===== config.mk =====
export PLATFORM = sky130hd
export DESIGN_NAME = vga_timing_gen
export DESIGN_NICKNAME = d
export VERILOG_FILES = /design/src/rtl/vga_pkg.sv /design/src/rtl/vga_timing_gen_axis_counter.sv /design/src/rtl/vga_timing_gen.sv
export SDC_FILE = /design/constraint.sdc
export NUM_CORES = 1
export LEC_CHECK = 0
export ABC_AREA = 1
export CORE_MARGIN = 2
export CORE_UTILIZATION = 58
export DETAILED_ROUTE_END_ITERATION = 6
export MAX_ROUTING_LAYER = met4
export PLACE_DENSITY = 0.83
export RECOVER_POWER = 100
export REMOVE_ABC_BUFFERS = 1
export SLEW_MARGIN = 5
export SYNTH_ARGS = -nofsm -noshare
export SYNTH_HDL_FRONTEND = slang
export SYNTH_SLANG_ARGS = --single-unit

===== constraint.sdc =====
create_clock -name clk -period 2 [get_ports clk]
set_input_delay 0.4 -clock clk [delete_from_list [all_inputs] [get_ports clk]]
set_output_delay 0.4 -clock clk [all_outputs]
set_load 0.005 [all_outputs]

===== src/rtl/vga_pkg.sv =====
// Shared raster-timing definitions: phase encoding, default 640x480@60
// timing and the counter-to-phase decode used on both axes.
package vga_pkg;

  // Position of a counter within one axis of the raster.
  typedef enum logic [1:0] {
    ACTIVE = 2'd0,
    FP     = 2'd1,
    SYNC   = 2'd2,
    BP     = 2'd3
  } phase_t;

  // Current phase of both axes, decoded from the live counters.
  typedef struct packed {
    phase_t h;
    phase_t v;
  } phase_pair_t;

  // Default 640x480@60 timing (25.175 MHz nominal pixel rate).
  localparam int unsigned H_DISP_DEF  = 640;
  localparam int unsigned H_FP_DEF    = 16;
  localparam int unsigned H_PULSE_DEF = 96;
  localparam int unsigned H_BP_DEF    = 48;
  localparam int unsigned V_DISP_DEF  = 480;
  localparam int unsigned V_FP_DEF    = 10;
  localparam int unsigned V_PULSE_DEF = 2;
  localparam int unsigned V_BP_DEF    = 33;

  // Bands are checked in raster order, so a zero-width porch never matches.
  function automatic phase_t phase_of(input int unsigned cnt,
                                      input int unsigned disp,
                                      input int unsigned fp,
                                      input int unsigned pulse);
    phase_t ph;
    if (cnt < disp)                   ph = ACTIVE;
    else if (cnt < disp + fp)         ph = FP;
    else if (cnt < disp + fp + pulse) ph = SYNC;
    else                              ph = BP;
    return ph;
  endfunction

endpackage


===== src/rtl/vga_timing_gen_axis_counter.sv =====
// One raster axis: a modulo-(limit+1) up-counter with a wrap pulse that is
// high on the enabled cycle where the count rolls back to zero.
module vga_axis_counter #(
  parameter int unsigned W = 10
) (
  input  logic         clk,
  input  logic         nrst,
  input  logic         en,
  input  logic [W-1:0] limit,
  output logic [W-1:0] count,
  output logic         wrap
);

  assign wrap = en && (count == limit);

  // Advance on enable, rolling over from limit back to zero.
  always_ff @(posedge clk or negedge nrst) begin
    if (!nrst) begin
      count <= '0;
    end else if (en) begin
      count <= wrap ? '0 : count + W'(1);
    end
  end

endmodule


===== src/rtl/vga_timing_gen.sv =====
// Raster timing generator: horizontal/vertical counters advanced by the
// pixel-clock enable, decoded into sync, blank, coordinates and strobes.
// Every output is registered one clk after the counter value it reflects.
module vga_timing_gen
  import vga_pkg::*;
#(
  parameter int unsigned HDISP  = H_DISP_DEF,
  parameter int unsigned HFP    = H_FP_DEF,
  parameter int unsigned HPULSE = H_PULSE_DEF,
  parameter int unsigned HBP    = H_BP_DEF,
  parameter int unsigned VDISP  = V_DISP_DEF,
  parameter int unsigned VFP    = V_FP_DEF,
  parameter int unsigned VPULSE = V_PULSE_DEF,
  parameter int unsigned VBP    = V_BP_DEF,
  parameter bit          HS_POL = 1'b0,
  parameter bit          VS_POL = 1'b0,
  localparam int unsigned HTOTAL = HDISP + HFP + HPULSE + HBP,
  localparam int unsigned VTOTAL = VDISP + VFP + VPULSE + VBP,
  localparam int unsigned HCNT_W = (HTOTAL > 1) ? $clog2(HTOTAL) : 1,
  localparam int unsigned VCNT_W = (VTOTAL > 1) ? $clog2(VTOTAL) : 1
) (
  input  logic              clk,
  input  logic              nrst,
  input  logic              pix_en,
  output logic              vga_hs,
  output logic              vga_vs,
  output logic              vga_blank,
  output logic [HCNT_W-1:0] pix_x,
  output logic [VCNT_W-1:0] pix_y,
  output logic              line_start,
  output logic              frame_start
);

  // A zero-width sync pulse would leave the monitor with no sync at all.
  if (HPULSE < 1) begin : g_hpulse_check
    $error("vga_timing_gen: HPULSE must be at least 1");
  end
  if (VPULSE < 1) begin : g_vpulse_check
    $error("vga_timing_gen: VPULSE must be at least 1");
  end

  localparam logic [HCNT_W-1:0] H_LIMIT = HCNT_W'(HTOTAL - 1);
  localparam logic [VCNT_W-1:0] V_LIMIT = VCNT_W'(VTOTAL - 1);

  logic [HCNT_W-1:0] hcnt;
  logic [VCNT_W-1:0] vcnt;
  logic              h_wrap;
  logic              v_wrap_unused;
  phase_pair_t       phase_now;

  vga_axis_counter #(.W(HCNT_W)) u_hcnt (
    .clk   (clk),
    .nrst  (nrst),
    .en    (pix_en),
    .limit (H_LIMIT),
    .count (hcnt),
    .wrap  (h_wrap)
  );

  // The line counter steps once per horizontal wrap.
  vga_axis_counter #(.W(VCNT_W)) u_vcnt (
    .clk   (clk),
    .nrst  (nrst),
    .en    (h_wrap),
    .limit (V_LIMIT),
    .count (vcnt),
    .wrap  (v_wrap_unused)
  );

  // Decode both live counters into their timing phase.
  always_comb begin
    phase_now   = '{h: ACTIVE, v: ACTIVE};
    phase_now.h = phase_of(32'(hcnt), HDISP, HFP, HPULSE);
    phase_now.v = phase_of(32'(vcnt), VDISP, VFP, VPULSE);
  end

  // Register the decoded position; outputs hold while disabled, strobes drop.
  always_ff @(posedge clk or negedge nrst) begin
    if (!nrst) begin
      vga_hs      <= !HS_POL;
      vga_vs      <= !VS_POL;
      vga_blank   <= 1'b1;
      pix_x       <= '0;
      pix_y       <= '0;
      line_start  <= 1'b0;
      frame_start <= 1'b0;
    end else if (pix_en) begin
      vga_hs      <= (phase_now.h == SYNC) ? HS_POL : !HS_POL;
      vga_vs      <= (phase_now.v == SYNC) ? VS_POL : !VS_POL;
      vga_blank   <= !((phase_now.h == ACTIVE) && (phase_now.v == ACTIVE));
      pix_x       <= hcnt;
      pix_y       <= vcnt;
      line_start  <= (hcnt == '0);
      frame_start <= (hcnt == '0) && (vcnt == '0);
    end else begin
      line_start  <= 1'b0;
      frame_start <= 1'b0;
    end
  end

endmodule

==> qor.csv <==
stage,metric,value,unit
clock_network,post-cts-setup-buffers,0,
synthesis,ys_warn_count,0,
drt,wl_per_cell,12.8,µm
worst_setup_path,path_max_fanout,2,
timing,skew,0.00894,ns
worst_setup_path,critical_path_buf_inv_count,1,
power_and_ir_drop,power_leakage,0.00123,µW
timing,rsz0062_at_grt,false,
worst_setup_path,crit_type,reg -> out,
layout,final_util,0.702,
timing,worst_pin_slew,1.06,ns
timing,maxSlewHeadroom,0.297,
timing,fin_setup_tns,0,ns
power_and_ir_drop,p_per_area,839,mW/mm²
synthesis,synth-seq-area-share,0.528,
worst_setup_path,worstPathRequired,1.60,ns
power_and_ir_drop,p_total,2120,µW
layout,layout_commonest_cell,nand2_1,
global_route,antenna_found_initial,0,
floorplan,die-width,64.7,µm
timing,fmax,552,MHz
clock_network,clk_path_buf_depth,2,
layout,final_cell_mix,"nand2_1 (53), dfrtp_1 (42), nor2_1 (33), inv_1 (32), dlygate4sd3_1 (25)",
floorplan,io_pins,28,
synthesis,synthCells,252,
floorplan,core-area,0.00361,mm²
clock_network,root_buffer,clkbuf_8,
synthesis,ys_ff_latch,45,
floorplan,initial_core_util,0.593,
clock_network,cts-hold-fix-buffers,0,
worst_setup_path,critPathLaunchType,flip-flop,
global_route,track_usage,0.229,
clock_network,cts_tree,done,
timing,layout_min_cycle_time,1.81,ns
worst_setup_path,crit_slowest_cell,dlygate4sd3_1,
worst_setup_path,worst_path_dominant_cell_family,buffers and inverters,
drt,ant_nets,0,
clock_network,cts_resized,0,
placed_design,routabilityCongestion,0.886,
clock_network,clkLatencyLatePin,0.30,ns
floorplan,chipHeight,64.7,µm
timing,slew_violations,0,
floorplan,num_rows,22,
drt,dr.first_iter.drc_count,100,
global_route,grt_max_degree,46,
worst_setup_path,end_kind,output port,
synthesis,synthFlopType,dfrtp_1,
power_and_ir_drop,p_sw_frac,0.309,
layout,diodes,0,
timing,fin_crit_sh,0.906,
drt,routed_wl,4260,µm
placed_design,dpl.hpwl,3090,µm
drt,viasPerCell,5.27,
power_and_ir_drop,switchingPower,656,µW
global_route,grt_pass1_vias,1639,
drt,vias,1754,
worst_setup_path,cp.arrival,1.41,ns
power_and_ir_drop,p_seq_frac,0.542,
outcome,outcome,"finished, final reports clean",
global_route,grt-ovfl-total,0,
clock_network,numCtsBuffers,5,
timing,finalHoldViolations,0,
layout,nets,291,
synthesis,synth_area,0.00214,mm²
min_path,hold_path_class,in -> async,
layout,drive_above_1_share,0.0702,
clock_network,clkTransAtPathRegs,0.08,ns
timing,setup_ws,0.188,ns
flow_run,drv_cap,0,
power_and_ir_drop,p_int,1470,µW
synthesis,ys_types,31,
layout,synthToLayoutAreaGrowth,18.3,%
global_route,grt_first_pass_wirelength,7210,µm
placed_design,io_buffers,27,
placed_design,dp_slack,0.112,ns
synthesis,synth_edf_count,0,
synthesis,post_synth.cell_area_avg,8.49,µm²
synthesis,async_flop_share,1.00,
floorplan,dieArea,0.00419,mm²
worst_setup_path,crit_path_cell_trace,dlygate4sd3_1,
power_and_ir_drop,peakVddDrop,0.556,mV
clock_network,cts_htree_levels,2,
power_and_ir_drop,combPwrFrac,0.200,
timing,holdWs,0.358,ns
power_and_ir_drop,pwr-share-clk,0.258,
worst_setup_path,cp_slowest_stage_delay,0.57,ns
clock_network,clock-sinks,45,
drt,drc,0,
timing,finalSetupViolCount,0,
drt,firstDrtPassIters,4,
-- per-layer routing --
metal | vias up | GRT usage | routed length, µm
met2 | 57 | 0.335 | 1850
met3 | 12 | 0.0486 | 221
met1 | 818 | 0.316 | 2090
li1 | 867 | - | -
met4 | 0 | 0.0878 | 100
met5 | - | - | 0
-- cell families (layout without fill, tap and decap cells) --
kind of cell,after synthesis,in the layout,share of synthesized area
AND/OR/NAND/NOR,125,125,0.268
flip-flops,45,45,0.528
buffers and inverters,41,74,0.0778
AO/OA/AOI/OAI,30,30,0.0737
XOR/XNOR,7,7,0.0287
adder cells (fa/ha/maj),4,4,0.0234
-- flip-flops by register name (all words and copies together), names as in the netlist --
signal        cells
pix_x            10
pix_y            10
u_hcnt.count     10
u_vcnt.count     10
frame_start       1
line_start        1
vga_blank         1
vga_hs            1
vga_vs            1
-- cell usage after synthesis, drive strengths merged, types with 2 or more instances --
master,number,share of area
nand3b,3,0.011
xor2,7,0.029
nor3,8,0.021
ha,4,0.023
o21ai,24,0.056
dfrtp,42,0.49
nand4,6,0.020
clkbuf,4,0.0076
a21oi,2,0.0047
nand2,54,0.096
inv,34,0.060
buf,3,0.011
nor2,36,0.071
dfstp,3,0.037
nand3,17,0.046
-- final timing paths --
path / start / endpoint / slack, ns / cells past startpoint
max in group asynchronous: nrst / u_vcnt.count[9] / 0.99 / 2
setup reg to reg: u_hcnt.count[0] / u_vcnt.count[6] / 0.47 / 8
hold / removal: nrst / pix_x[8] / 0.36 / 2
hold reg to reg: pix_x[2] / pix_x[2] / 0.47 / 2
min in group clk: pix_x[2] / pix_x[2] / 0.47 / 2
setup / recovery: vga_blank / vga_blank / 0.19 / 1
-- power by group through the flow --
stage	clock network, µW	registers [µW]	logic (µW)
2_1_floorplan	0	1150	239
3_3_place_gp	0	1160	442
3_5_place_dp	0	1170	456
4_1_cts	551	1150	459
5_1_grt	595	1170	485
6_report	547	1150	425
-- per-stage QoR --
step / instances / cell area, µm²
after detailed placement: 325 / 2460
after global placement: 325 / 2460
after CTS: 333 / 2550
after floorplan: 245 / 2100
final: 333 / 2530
after global routing: 333 / 2530
-- area by class of cell --
type,count,area [µm²]
flip-flops and latches,45,1130
fillers,288,1080
multi-input cells,166,842
repair buffers,32,287
inverters,34,128
clock buffers,7,76.3
well taps,48,60.1
clock inverters,1,7.51
Power figures use the tool's default switching activity.
